### src/rtl/video_timing_gen_if.sv
// Raster timing bus: the generator drives it (master), the video pipeline
// stages consume it (slave).
interface video_timing_gen_if #(
  parameter int H_W     = 9,
  parameter int V_W     = 9,
  parameter int FRAME_W = 8
);
  logic               hsync;
  logic               vsync;
  logic               display_on;
  logic               hblank;
  logic               vblank;
  logic [H_W-1:0]     hpos;
  logic [V_W-1:0]     vpos;
  logic               pix_ce;
  logic               line_start;
  logic               frame_start;
  logic [FRAME_W-1:0] frame_count;

  modport master (
    output hsync, vsync, display_on, hblank, vblank,
    output hpos, vpos, pix_ce, line_start, frame_start, frame_count
  );

  modport slave (
    input hsync, vsync, display_on, hblank, vblank,
    input hpos, vpos, pix_ce, line_start, frame_start, frame_count
  );
endinterface

### src/rtl/video_timing_gen.sv
// Parametrised raster timing generator: pixel clock-enable divider, h/v beam
// counters, frame counter and zero-lag decode of sync, blanking and strobes.
module video_timing_gen #(
  parameter int H_DISPLAY = 256,
  parameter int H_BACK    = 23,
  parameter int H_FRONT   = 7,
  parameter int H_SYNC    = 23,
  parameter int V_DISPLAY = 240,
  parameter int V_TOP     = 5,
  parameter int V_BOTTOM  = 14,
  parameter int V_SYNC    = 3,
  parameter int H_W       = 9,
  parameter int V_W       = 9,
  parameter bit HSYNC_POL = 1'b1,
  parameter bit VSYNC_POL = 1'b1,
  parameter int CLK_DIV   = 1,
  parameter int FRAME_W   = 8
) (
  input  logic               clk,
  input  logic               reset,
  video_timing_gen_if.master vid
);
  localparam int HS_START = H_DISPLAY + H_FRONT;
  localparam int HS_END   = HS_START + H_SYNC - 1;
  localparam int H_MAX    = H_DISPLAY + H_FRONT + H_SYNC + H_BACK - 1;
  localparam int VS_START = V_DISPLAY + V_BOTTOM;
  localparam int VS_END   = VS_START + V_SYNC - 1;
  localparam int V_MAX    = V_DISPLAY + V_BOTTOM + V_SYNC + V_TOP - 1;
  localparam int DIV_W    = (CLK_DIV > 1) ? $clog2(CLK_DIV) : 1;

  localparam logic [H_W-1:0]   H_DISP_C   = H_W'(H_DISPLAY);
  localparam logic [H_W-1:0]   HS_START_C = H_W'(HS_START);
  localparam logic [H_W-1:0]   HS_END_C   = H_W'(HS_END);
  localparam logic [H_W-1:0]   H_MAX_C    = H_W'(H_MAX);
  localparam logic [V_W-1:0]   V_DISP_C   = V_W'(V_DISPLAY);
  localparam logic [V_W-1:0]   VS_START_C = V_W'(VS_START);
  localparam logic [V_W-1:0]   VS_END_C   = V_W'(VS_END);
  localparam logic [V_W-1:0]   V_MAX_C    = V_W'(V_MAX);
  localparam logic [DIV_W-1:0] DIV_LAST   = DIV_W'(CLK_DIV - 1);

  logic [DIV_W-1:0]   div_q,   div_d;
  logic [H_W-1:0]     hpos_q,  hpos_d;
  logic [V_W-1:0]     vpos_q,  vpos_d;
  logic [FRAME_W-1:0] frame_q, frame_d;

  logic pix_ce_s;
  logic hs_act_s;
  logic vs_act_s;
  logic line_start_s;
  logic frame_start_s;
  logic hblank_s;
  logic vblank_s;

  // Divider next state; pix_ce is suppressed while reset is held
  always_comb begin
    div_d    = div_q;
    pix_ce_s = 1'b0;
    if (reset) begin
      div_d    = '0;
      pix_ce_s = 1'b0;
    end else begin
      pix_ce_s = (div_q == DIV_LAST);
      if (div_q == DIV_LAST) begin
        div_d = '0;
      end else begin
        div_d = div_q + DIV_W'(1);
      end
    end
  end

  // Beam and frame counters advance only on pixel enables
  always_comb begin
    hpos_d  = hpos_q;
    vpos_d  = vpos_q;
    frame_d = frame_q;
    if (pix_ce_s) begin
      if (hpos_q == H_MAX_C) begin
        hpos_d = '0;
        if (vpos_q == V_MAX_C) begin
          vpos_d  = '0;
          frame_d = frame_q + FRAME_W'(1);
        end else begin
          vpos_d = vpos_q + V_W'(1);
        end
      end else begin
        hpos_d = hpos_q + H_W'(1);
      end
    end else begin
      hpos_d  = hpos_q;
      vpos_d  = vpos_q;
      frame_d = frame_q;
    end
  end

  // State registers with synchronous reset
  always_ff @(posedge clk) begin
    if (reset) begin
      div_q   <= '0;
      hpos_q  <= '0;
      vpos_q  <= '0;
      frame_q <= '0;
    end else begin
      div_q   <= div_d;
      hpos_q  <= hpos_d;
      vpos_q  <= vpos_d;
      frame_q <= frame_d;
    end
  end

  // Decode straight from the live counters so nothing lags hpos/vpos
  always_comb begin
    hblank_s      = (hpos_q >= H_DISP_C);
    vblank_s      = (vpos_q >= V_DISP_C);
    hs_act_s      = 1'b0;
    vs_act_s      = 1'b0;
    line_start_s  = 1'b0;
    frame_start_s = 1'b0;
    if (reset) begin
      hs_act_s      = 1'b0;
      vs_act_s      = 1'b0;
      line_start_s  = 1'b0;
      frame_start_s = 1'b0;
    end else begin
      hs_act_s      = (hpos_q >= HS_START_C) && (hpos_q <= HS_END_C);
      vs_act_s      = (vpos_q >= VS_START_C) && (vpos_q <= VS_END_C);
      line_start_s  = pix_ce_s && (hpos_q == '0);
      frame_start_s = line_start_s && (vpos_q == '0);
    end
  end

  assign vid.hsync       = hs_act_s ? HSYNC_POL : ~HSYNC_POL;
  assign vid.vsync       = vs_act_s ? VSYNC_POL : ~VSYNC_POL;
  assign vid.hblank      = hblank_s;
  assign vid.vblank      = vblank_s;
  assign vid.display_on  = ~hblank_s & ~vblank_s;
  assign vid.hpos        = hpos_q;
  assign vid.vpos        = vpos_q;
  assign vid.pix_ce      = pix_ce_s;
  assign vid.line_start  = line_start_s;
  assign vid.frame_start = frame_start_s;
  assign vid.frame_count = frame_q;
endmodule

### src/flat_wrapper.sv
// flat-port wrapper written by rule: the top's interface ports become plain ports
module video_timing_gen_flat 
#(
  parameter int H_DISPLAY = 256,
  parameter int H_BACK    = 23,
  parameter int H_FRONT   = 7,
  parameter int H_SYNC    = 23,
  parameter int V_DISPLAY = 240,
  parameter int V_TOP     = 5,
  parameter int V_BOTTOM  = 14,
  parameter int V_SYNC    = 3,
  parameter int H_W       = 9,
  parameter int V_W       = 9,
  parameter bit HSYNC_POL = 1'b1,
  parameter bit VSYNC_POL = 1'b1,
  parameter int CLK_DIV   = 1,
  parameter int FRAME_W   = 8
)
  (clk, reset, vid_hsync, vid_vsync, vid_display_on, vid_hblank, vid_vblank, vid_hpos, vid_vpos, vid_pix_ce, vid_line_start, vid_frame_start, vid_frame_count);
  video_timing_gen_if #(.H_W(H_W), .V_W(V_W), .FRAME_W(FRAME_W)) vid_i ();
  input  logic clk;
  input  logic reset;
  output wire logic [$bits(vid_i.hsync)-1:0] vid_hsync;
  output wire logic [$bits(vid_i.vsync)-1:0] vid_vsync;
  output wire logic [$bits(vid_i.display_on)-1:0] vid_display_on;
  output wire logic [$bits(vid_i.hblank)-1:0] vid_hblank;
  output wire logic [$bits(vid_i.vblank)-1:0] vid_vblank;
  output wire logic [$bits(vid_i.hpos)-1:0] vid_hpos;
  output wire logic [$bits(vid_i.vpos)-1:0] vid_vpos;
  output wire logic [$bits(vid_i.pix_ce)-1:0] vid_pix_ce;
  output wire logic [$bits(vid_i.line_start)-1:0] vid_line_start;
  output wire logic [$bits(vid_i.frame_start)-1:0] vid_frame_start;
  output wire logic [$bits(vid_i.frame_count)-1:0] vid_frame_count;
  assign vid_hsync = vid_i.hsync;
  assign vid_vsync = vid_i.vsync;
  assign vid_display_on = vid_i.display_on;
  assign vid_hblank = vid_i.hblank;
  assign vid_vblank = vid_i.vblank;
  assign vid_hpos = vid_i.hpos;
  assign vid_vpos = vid_i.vpos;
  assign vid_pix_ce = vid_i.pix_ce;
  assign vid_line_start = vid_i.line_start;
  assign vid_frame_start = vid_i.frame_start;
  assign vid_frame_count = vid_i.frame_count;
  video_timing_gen #(.H_DISPLAY(H_DISPLAY), .H_BACK(H_BACK), .H_FRONT(H_FRONT), .H_SYNC(H_SYNC), .V_DISPLAY(V_DISPLAY), .V_TOP(V_TOP), .V_BOTTOM(V_BOTTOM), .V_SYNC(V_SYNC), .H_W(H_W), .V_W(V_W), .HSYNC_POL(HSYNC_POL), .VSYNC_POL(VSYNC_POL), .CLK_DIV(CLK_DIV), .FRAME_W(FRAME_W)) u_core (.clk(clk), .reset(reset), .vid(vid_i));
endmodule
### config.mk
export PLATFORM = sky130hd
export DESIGN_NAME = video_timing_gen_flat
export DESIGN_NICKNAME = d
export VERILOG_FILES = /design/src/rtl/video_timing_gen_if.sv /design/src/rtl/video_timing_gen.sv /design/src/flat_wrapper.sv
export SDC_FILE = /design/constraint.sdc
export NUM_CORES = 1
export LEC_CHECK = 0
export CORE_MARGIN = 2
export CORE_UTILIZATION = 49
export CTS_BUF_LIST = sky130_fd_sc_hd__clkbuf_16
export DETAILED_ROUTE_END_ITERATION = 8
export GPL_ROUTABILITY_DRIVEN = 0
export HOLD_SLACK_MARGIN = 0.02
export PLACE_DENSITY = 0.81
export RECOVER_POWER = 25
export SLEW_MARGIN = 15
export SYNTH_ARGS = -nofsm -noshare
export SYNTH_HDL_FRONTEND = slang
export SYNTH_SLANG_ARGS = --single-unit
### constraint.sdc
create_clock -name clk -period 2.8 [get_ports clk]
set_clock_uncertainty 0.1 [all_clocks]
set_input_delay 0.28 -clock clk [delete_from_list [all_inputs] [get_ports clk]]
set_output_delay 0.28 -clock clk [all_outputs]
set_load 0.05 [all_outputs]
==> qor.csv, run 1 <==
stage,metric,value,unit
sta,drv_slew,0,
sta,setup_viol,0,
critical_path,start_kind,input port,
critical_path,cp.arrival,2.04,ns
power_and_ir_drop,ir_drop,211.0,uV
clocking,cts_sinks,27,
power_and_ir_drop,switching_power,0.1697,mW
routing,drc,0,
routing,viasPerCell,5.924,
sta,hold_viol_final,0,
global_routing,antenna_found_initial,0,
global_routing,grt_max_degree,18,
critical_path,r2r_start,u_core.vid.hpos[0]$_SDFFE_PP0N_,
sta,slew_headroom,56.56,%
clocking,insertion_delay,0.26,ns
floorplan,die_x,59.59,um
critical_path,startpoint,reset,
cells_and_area,final_common_cell,dfxtp_1,
synthesis,synthArstFlopShare,0,%
clocking,root_buffer,clkbuf_16,
global_routing,met3_usage,4.585,%
synthesis,avgSynthCellArea,8.096,um^2
clocking,cts_resized,0,
clocking,clk_pin_slew_worst_paths,0.06,ns
sta,fin_tns_setup,0,ns
sta,hold_ws,0.3840,ns
synthesis,ys_seq_area_share,35.70,%
power_and_ir_drop,swShare,22.02,%
cells_and_area,layout-drive-gt1-share,6.912,%
critical_path,end_kind,output pin,
place,dp.cells,246,
critical_path,crit_fanout,4,
global_routing,top_usage_layer,met2,
sta,rsz0062_at_grt,no,
synthesis,ys_ff_latch,27,
cells_and_area,final_cell_mix,"dfxtp_1, clkdlybuf4s50_1, nand2_1, nor2_1, a21oi_1",
worst_hold_path,hp-start,u_core.vid.frame_count[7]$_SDFFE_PP0P_,
cells_and_area,final_area,0.001996,mm^2
power_and_ir_drop,p_leak,0.7033,nW
place,hpwl,2780,um
power_and_ir_drop,finalPower,0.7707,mW
cells_and_area,finish.utilization,66.46,%
sta,tightest_slew,0.6544,ns
power_and_ir_drop,seqPwrFrac,51.0,%
synthesis,synth_edf_count,0,
routing,wl_per_cell,14.68,um
clocking,cts_max_path_buffers,2,
synthesis,yosysUniqueCellTypes,39,
synthesis,syn-num-nets,196,
synthesis,syn-cell-area,0.001514,mm^2
global_routing,grt_first_pass_wirelength,6009,um
clocking,cts_buffers,3,
routing,num_vias,1481,
cells_and_area,diodes,0,
clocking,post_cts_buffers,0,
power_and_ir_drop,pwr-share-comb,7.8,%
global_routing,overflow,0,
floorplan,die_area,0.003550,mm^2
power_and_ir_drop,pwr-share-clk,41.2,%
clocking,cts_hold_buf,0,
place,pre_cts_slack,0.3449,ns
sta,setup_ws,0.3782,ns
global_routing,grt_pass1_vias,1370,
clocking,cts_tree,done,
floorplan,num_rows,20,
global_routing,use_met1,27.42,%
routing,drtIter0Drc,63,
place,io_buffers,35,
power_and_ir_drop,p_int,0.6010,mW
routing,antenna_left,0,
critical_path,crit_required,2.42,ns
job,max-cap-violations,0,
floorplan,die_h,59.59,um
cells_and_area,final_cells,250,
critical_path,critical_path_class,in -> out,
floorplan,io_pins,36,
clocking,h-tree-depth,1,
synthesis,synth_cells,187,
worst_hold_path,hold_class,reg -> reg,
sta,max_clock_freq,412.9,MHz
critical_path,reg2reg_slack,0.49,ns
routing,drt_wl_total,3671,um
cells_and_area,area_growth,31.82,%
synthesis,synth_ff_type,dfxtp_1,
global_routing,grt_util_all_layers,22.06,%
power_and_ir_drop,power_density,386.2,mW/mm^2
status,status,"complete, no violations",
cells_and_area,nNetsFinal,227,
sta,period_share,86.49,%
place,postPlaceCellArea,0.001918,mm^2
sta,period_needed,2.422,ns
floorplan,start_util,50.42,%
synthesis,yosys_warnings,0,
floorplan,core,0.003003,mm^2
global_routing,use_met2,37.99,%
routing,drt-pass1-iter-count,6,
[power by group through the flow]
stage | registers [mW] | clock network, mW | logic [mW]
after floorplan | 0.407 | 0 | 0.0333
after global placement | 0.402 | 0 | 0.0596
after detailed placement | 0.402 | 0 | 0.0605
after CTS | 0.393 | 0.320 | 0.0610
after global routing | 0.394 | 0.336 | 0.0641
final | 0.393 | 0.317 | 0.0604
[sequential cells by signal, summed over array words and instances, names as in the netlist]
| register | flops |
|---|---|
| u_core.div_q | 1 |
| u_core.vid.hpos | 9 |
| u_core.vid.vpos | 9 |
| u_core.vid.frame_count | 8 |
[path summary, 6_finish.rpt]
| kind | end | cells past startpoint |
|---|---|---|
| worst min-delay path | u_core.vid.frame_count[7]$_SDFFE_PP0P_ | 2 |
| worst max register to register | u_core.vid.frame_count[5]$_SDFFE_PP0P_ | 7 |
| worst max-delay path | vid_frame_start | 7 |
| worst min register to register | u_core.vid.frame_count[7]$_SDFFE_PP0P_ | 2 |
[kinds of logic (layout without fill, tap and decap cells)]
kind of cell,Yosys count,after routing,share of synthesized area (%)
flip-flops,27,27,35.70
AND/OR/NAND/NOR,89,89,33.64
AO/OA/AOI/OAI,33,33,13.64
adder cells (fa/ha/maj),7,7,5.785
XOR/XNOR,10,10,5.785
other,1,1,0.2477
buffers and inverters,20,50,5.206
[metal layers]
metal  up-vias  part of all wire [%]
li1        741                     -
met1       690                    44
met2        46                    50
met3         4                   5.3
met4         0                  0.25
met5         -                     0
[synthesized netlist by cell type (all sizes together) (2+ instances only)]
| master | count | share of area [%] |
|---|---|---|
| a21oi | 16 | 5.3 |
| and4b | 2 | 1.3 |
| buf | 2 | 0.66 |
| clkbuf | 9 | 2.3 |
| dfxtp | 27 | 36 |
| ha | 7 | 5.8 |
| inv | 9 | 2.2 |
| nand2 | 17 | 4.2 |
| nand2b | 2 | 0.83 |
| nand3 | 11 | 3.6 |
| nand4 | 4 | 1.7 |
| nor2 | 16 | 4.0 |
| nor3 | 3 | 0.99 |
| nor4 | 5 | 2.1 |
| nor4b | 2 | 1.2 |
| o21ai | 3 | 0.99 |
| o31ai | 11 | 5.8 |
| or2 | 4 | 1.7 |
| or3 | 3 | 1.2 |
| or4 | 12 | 6.0 |
| xnor2 | 6 | 3.5 |
| xor2 | 4 | 2.3 |
[worst max-delay path: stages]
cell and delay [ns]:
clkdlybuf4s50_1 0.44, or2_1 0.28, inv_2 0.10, nand3_1 0.11, nor4b_4 0.37, and4b_1 0.30
buf_12 0.15
[layout make-up]
cell class	instances	area (um^2)
Sequential cell	27	540.5
Inverter	9	33.78
Multi-Input combinational cell	140	909.6
Tap cell	33	41.29
Timing Repair Buffer	37	391.6
Clock buffer	3	75.07
Fill cell	264	1007
Clock inverter	1	3.754
No activity file was read; power rests on OpenSTA's default activity.
==> run 2, diff against run 1 <==
Settings changed: CORE_UTILIZATION 49 to 45, CTS_CLUSTER_DIAMETER set to 120, PLACE_DENSITY 0.81 to 0.75.
==> qor.csv, run 2 (synthesis results as in run 1) <==
stage,metric,value,unit
status,status,"complete, no violations",
routing,antenna_left,0,
clocking,cts_resized,0,
global_routing,grt_util_all_layers,19.98,%
sta,slew_headroom,38.37,%
floorplan,die_x,62,um
sta,fin_tns_setup,0,ns
floorplan,start_util,46.10,%
routing,drtIter0Drc,73,
clocking,post_cts_buffers,0,
routing,num_vias,1476,
power_and_ir_drop,switching_power,0.1660,mW
routing,drt_wl_total,3578,um
cells_and_area,area_growth,32.48,%
critical_path,r2r_end,u_core.vid.frame_count[5]$_SDFFE_PP0P_,
cells_and_area,nNetsFinal,227,
cells_and_area,diodes,0,
sta,hold_viol_final,0,
critical_path,path_cells,"or2_1, nor4_1, a41oi_1, nor2_1, clkdlybuf4s50_1",
power_and_ir_drop,ir_drop,268.9,uV
clocking,cts_sinks,27,
routing,drc,0,
floorplan,die_area,0.003844,mm^2
clocking,cts_tree,done,
critical_path,crit_required,2.42,ns
power_and_ir_drop,seqPwrFrac,51.3,%
power_and_ir_drop,pwr-share-comb,7.8,%
floorplan,core,0.003284,mm^2
global_routing,grt_max_degree,25,
floorplan,num_rows,21,
clocking,insertion_delay,0.25,ns
critical_path,reg2regPathDepth,7,
routing,viasPerCell,5.612,
clocking,clk_pin_slew_worst_paths,0.06,ns
clocking,h-tree-depth,1,
sta,max_clock_freq,377.3,MHz
cells_and_area,layout-drive-gt1-share,6.452,%
power_and_ir_drop,power_density,382.3,mW/mm^2
clocking,cts_buffers,3,
job,max-cap-violations,0,
clocking,root_buffer,clkbuf_16,
global_routing,overflow,0,
global_routing,grt_pass1_vias,1291,
floorplan,io_pins,36,
critical_path,startpoint,u_core.vid.vpos[4]$_SDFFE_PP0P_,
cells_and_area,final_area,0.002006,mm^2
sta,drv_slew,0,
critical_path,cp.arrival,2.27,ns
clocking,cts_hold_buf,0,
worst_hold_path,hold_class,reg -> reg,
critical_path,crit_fanout,7,
place,postPlaceCellArea,0.001934,mm^2
power_and_ir_drop,p_leak,0.6780,nW
floorplan,die_h,62,um
clocking,cts_max_path_buffers,2,
power_and_ir_drop,p_int,0.6007,mW
sta,setup_viol,0,
power_and_ir_drop,pwr-share-clk,40.9,%
place,hpwl,2697,um
critical_path,end_kind,output pin,
sta,period_share,94.66,%
routing,drt-pass1-iter-count,4,
critical_path,crit_end,vid_vsync,
sta,period_needed,2.650,ns
sta,hold_ws,0.3825,ns
global_routing,antenna_found_initial,0,
critical_path,critical_path_class,reg -> out,
power_and_ir_drop,finalPower,0.7667,mW
critical_path,start_kind,flip-flop,
routing,wl_per_cell,13.60,um
place,io_buffers,35,
global_routing,grt_first_pass_wirelength,5851,um
cells_and_area,final_cell_mix,"dfxtp_1, clkdlybuf4s50_1, nand2_1, nor2_1, a21oi_1",
cells_and_area,final_common_cell,dfxtp_1,
critical_path,cp_slowest_cell,clkdlybuf4s50_1,
critical_path,critPathMaxStageDelay,0.80,ns
sta,tightest_slew,0.9245,ns
critical_path,r2r_start,u_core.vid.hpos[1]$_SDFFE_PP0N_,
critical_path,reg2reg_slack,0.43,ns
power_and_ir_drop,swShare,21.65,%
sta,rsz0062_at_grt,no,
run 2: cell types whose count changed in the layout (fill, tap and decap cells not counted), sizes merged:
cell	previous run	this run
dlygate4sd3	11	10
clkdlybuf4s50	19	21
clkbuf	4	5
dlymetal6s2s	1	0
buf	5	4
run 2: per-layer routing:
layer | routed length (um) | vias to the layer above | share of wire [%] | global-route usage, %
met5 | 0 | - | 0 | 0
met4 | 41 | 0 | 1.1 | 4.863
met3 | 126 | 4 | 3.5 | 2.692
met2 | 1752 | 39 | 49 | 33.48
met1 | 1658 | 696 | 46 | 27.11
li1 | - | 737 | - | -
run 2: how the worst min path moves through the flow:
| stage | startpoint | end | cells past startpoint |
|---|---|---|---|
| after floorplan | reset | u_core.vid.frame_count[6]$_SDFFE_PP0P_ | 2 |
| after global placement | u_core.vid.frame_count[7]$_SDFFE_PP0P_ | u_core.vid.frame_count[7]$_SDFFE_PP0P_ | 2 |
| after detailed placement | u_core.vid.frame_count[7]$_SDFFE_PP0P_ | u_core.vid.frame_count[7]$_SDFFE_PP0P_ | 2 |
| after CTS | u_core.vid.frame_count[7]$_SDFFE_PP0P_ | u_core.vid.frame_count[7]$_SDFFE_PP0P_ | 2 |
| after global routing | u_core.vid.frame_count[7]$_SDFFE_PP0P_ | u_core.vid.frame_count[7]$_SDFFE_PP0P_ | 2 |
| final | u_core.vid.frame_count[7]$_SDFFE_PP0P_ | u_core.vid.frame_count[7]$_SDFFE_PP0P_ | 2 |
run 2: power groups by stage:
stage,Clock [mW],Sequential (mW),Combinational (mW)
6_report,0.313,0.393,0.0601
5_1_grt,0.342,0.394,0.0648
4_1_cts,0.322,0.393,0.0613
3_5_place_dp,0,0.402,0.0611
3_3_place_gp,0,0.401,0.0600
2_1_floorplan,0,0.407,0.0333
run 2: critical path, delay by kind of cell, from the launching register on:
kind	cells	cell delay, ns
buffers and inverters	1	0.80
and+or+nand+nor	3	0.68
DFF	1	0.38
AOI/OAI and AO/OA	1	0.16
run 2: final cells by class:
type,count,area (um^2)
fillers,288,1279
multi-input cells,140,909.6
flip-flops and latches,27,540.5
repair buffers,37,385.4
clock buffers,3,75.07
well taps,46,57.56
inverters,9,33.78
clock inverters,1,3.754
run 2: stage by stage:
step | worst slack, ns | util (%) | instances
global route | 0.01780 | 61.07 | 263
finish | 0.1495 | 61.07 | 263
CTS | 0.1450 | 61.30 | 263
detailed placement | 0.4121 | 58.90 | 259
floorplan | 0.0001334 | - | 187
global placement | 0.4584 | 58.90 | 259
==> run 3, diff against run 2 <==
Settings changed: ABC_CLOCK_PERIOD_IN_PS set to 2800, CORE_UTILIZATION 45 to 44, MAX_ROUTING_LAYER set to met4, PLACE_DENSITY 0.75 to 0.74.
==> qor.csv, run 3 (synthesis results as in run 1) <==
stage,metric,value,unit
clocking,cts_hold_buf,0,
critical_path,cp.arrival,2.50,ns
job,max-cap-violations,0,
critical_path,path_delay_family,buffers and inverters,
clocking,cts_buffers,3,
cells_and_area,final_cell_mix,"dfxtp_1, clkdlybuf4s50_1, nand2_1, nor2_1, a21oi_1",
critical_path,r2r_start,u_core.vid.hpos[0]$_SDFFE_PP0N_,
global_routing,overflow,0,
sta,setup_viol,0,
routing,drtIter0Drc,107,
floorplan,num_rows,21,
sta,drv_slew,0,
critical_path,start_kind,flip-flop,
critical_path,crit_required,2.89,ns
sta,max_clock_freq,414.9,MHz
critical_path,critPathMaxStageDelay,0.73,ns
critical_path,path_cells,"inv_1, ha_1, and4b_1, nand3_1, clkbuf_1, o21ai_0, a21oi_1",
floorplan,start_util,45.73,%
global_routing,antenna_found_initial,0,
sta,fin_tns_setup,0,ns
sta,period_needed,2.410,ns
cells_and_area,finish.utilization,60.66,%
cells_and_area,n_fill_cell,309,
cells_and_area,nNetsFinal,227,
floorplan,die_h,62.66,um
floorplan,die_x,62.66,um
floorplan,io_pins,36,
clocking,insertion_delay,0.26,ns
critical_path,startpoint,u_core.vid.hpos[0]$_SDFFE_PP0N_,
sta,tightest_slew,0.9736,ns
power_and_ir_drop,p_leak,0.6968,nW
status,status,"complete, no violations",
place,postPlaceCellArea,0.001934,mm^2
power_and_ir_drop,power_density,385.3,mW/mm^2
clocking,cts_resized,0,
global_routing,grt_pass1_vias,1415,
global_routing,grt_first_pass_wirelength,6189,um
critical_path,cp_slowest_cell,clkbuf_1,
floorplan,die_area,0.003926,mm^2
clocking,post_cts_buffers,0,
clocking,clk_pin_slew_worst_paths,0.06,ns
routing,antenna_left,0,
clocking,cts_max_path_buffers,2,
clocking,h-tree-depth,1,
routing,wl_per_cell,14.19,um
critical_path,cp_num_cells,7,
cells_and_area,final_common_cell,dfxtp_1,
place,io_buffers,35,
critical_path,critical_path_class,reg -> reg,
place,dp.cells,259,
clocking,root_buffer,clkbuf_16,
place,pre_cts_slack,0.3724,ns
worst_hold_path,hold_class,reg -> reg,
global_routing,grt_max_degree,25,
cells_and_area,final_area,0.002008,mm^2
sta,hold_viol_final,0,
critical_path,crit_fanout,24,
clocking,cts_tree,done,
floorplan,core,0.003311,mm^2
critical_path,reg2regPathDepth,7,
cells_and_area,area_growth,32.64,%
worst_hold_path,hold_depth,2,
routing,num_vias,1489,
power_and_ir_drop,ir_drop,240.1,uV
routing,drt_wl_total,3732,um
critical_path,end_kind,flip-flop,
place,hpwl,2721,um
sta,slew_headroom,35.10,%
routing,drc,0,
sta,rsz0062_at_grt,no,
cells_and_area,diodes,0,
sta,setup_ws,0.3898,ns
critical_path,critical_path.n_buffers_inverters,2,
clocking,cts_sinks,27,
cells_and_area,final_cells,263,
critical_path,r2r_end,u_core.vid.frame_count[0]$_SDFFE_PP0P_,
global_routing,grt_util_all_layers,19.90,%
cells_and_area,layout-drive-gt1-share,6.452,%
critical_path,reg2reg_slack,0.39,ns
routing,viasPerCell,5.662,
worst_hold_path,hold_end,u_core.vid.frame_count[7]$_SDFFE_PP0P_,
worst_hold_path,hp-start,u_core.vid.frame_count[7]$_SDFFE_PP0P_,
routing,drt-pass1-iter-count,5,
sta,period_share,86.08,%
==> run 3: cell types whose count changed in the layout (fill, tap and decap cells not counted) <==
cell	before	now
clkdlybuf4s50_1	21	20
dlymetal6s2s_1	0	1
==> run 3: cell type report <==
cell class	count	area, um^2	area share, %
multi-input cells	140	909.6	45.30
flip-flops and latches	27	540.5	26.92
repair buffers	37	387.9	19.31
clock buffers	3	75.07	3.738
well taps	46	57.56	2.866
inverters	9	33.78	1.682
clock inverters	1	3.754	0.1869
==> run 3: worst max path at each step <==
stage,to,slack (ns)
floorplan,vid_frame_start,0.0001
global placement,vid_frame_start,0.45
detailed placement,vid_vsync,0.37
CTS,vid_vsync,0.08
global route,u_core.vid.frame_count[1]$_SDFFE_PP0P_,0.22
finish,u_core.vid.frame_count[0]$_SDFFE_PP0P_,0.39
==> run 3: worst min-delay path, stage by stage, from the launching register on <==
cell	delay [ns]
dfxtp_1	0.32
o31ai_1	0.06
a21oi_1	0.05
==> run 3: report_power, final <==
group	internal (mW)	total, mW	switching, mW	leakage, nW
Combinational	0.0230	0.0601	0.0370	0.436
Clock	0.191	0.321	0.129	0.0423
Sequential	0.387	0.393	0.00632	0.218
Total	0.601	0.774	0.173	0.697
==> run 3: routing by layer <==
| layer | part of all wire [%] | GRT usage [%] | vias to the layer above |
|---|---|---|---|
| li1 | - | - | 739 |
| met1 | 43 | 22.71 | 708 |
| met2 | 52 | 34.54 | 38 |
| met3 | 3.6 | 3.063 | 4 |
| met4 | 1.5 | 8.611 | 0 |
| met5 | 0 | - | - |
==> run 3: stage by stage <==
step	hold slack, ns	power (mW)
2_1_floorplan	0.4611	0.4399
3_3_place_gp	0.3582	0.4615
3_5_place_dp	0.3749	0.4625
4_1_cts	0.3845	0.7776
5_1_grt	0.4014	0.7963
6_report	0.3760	0.7738
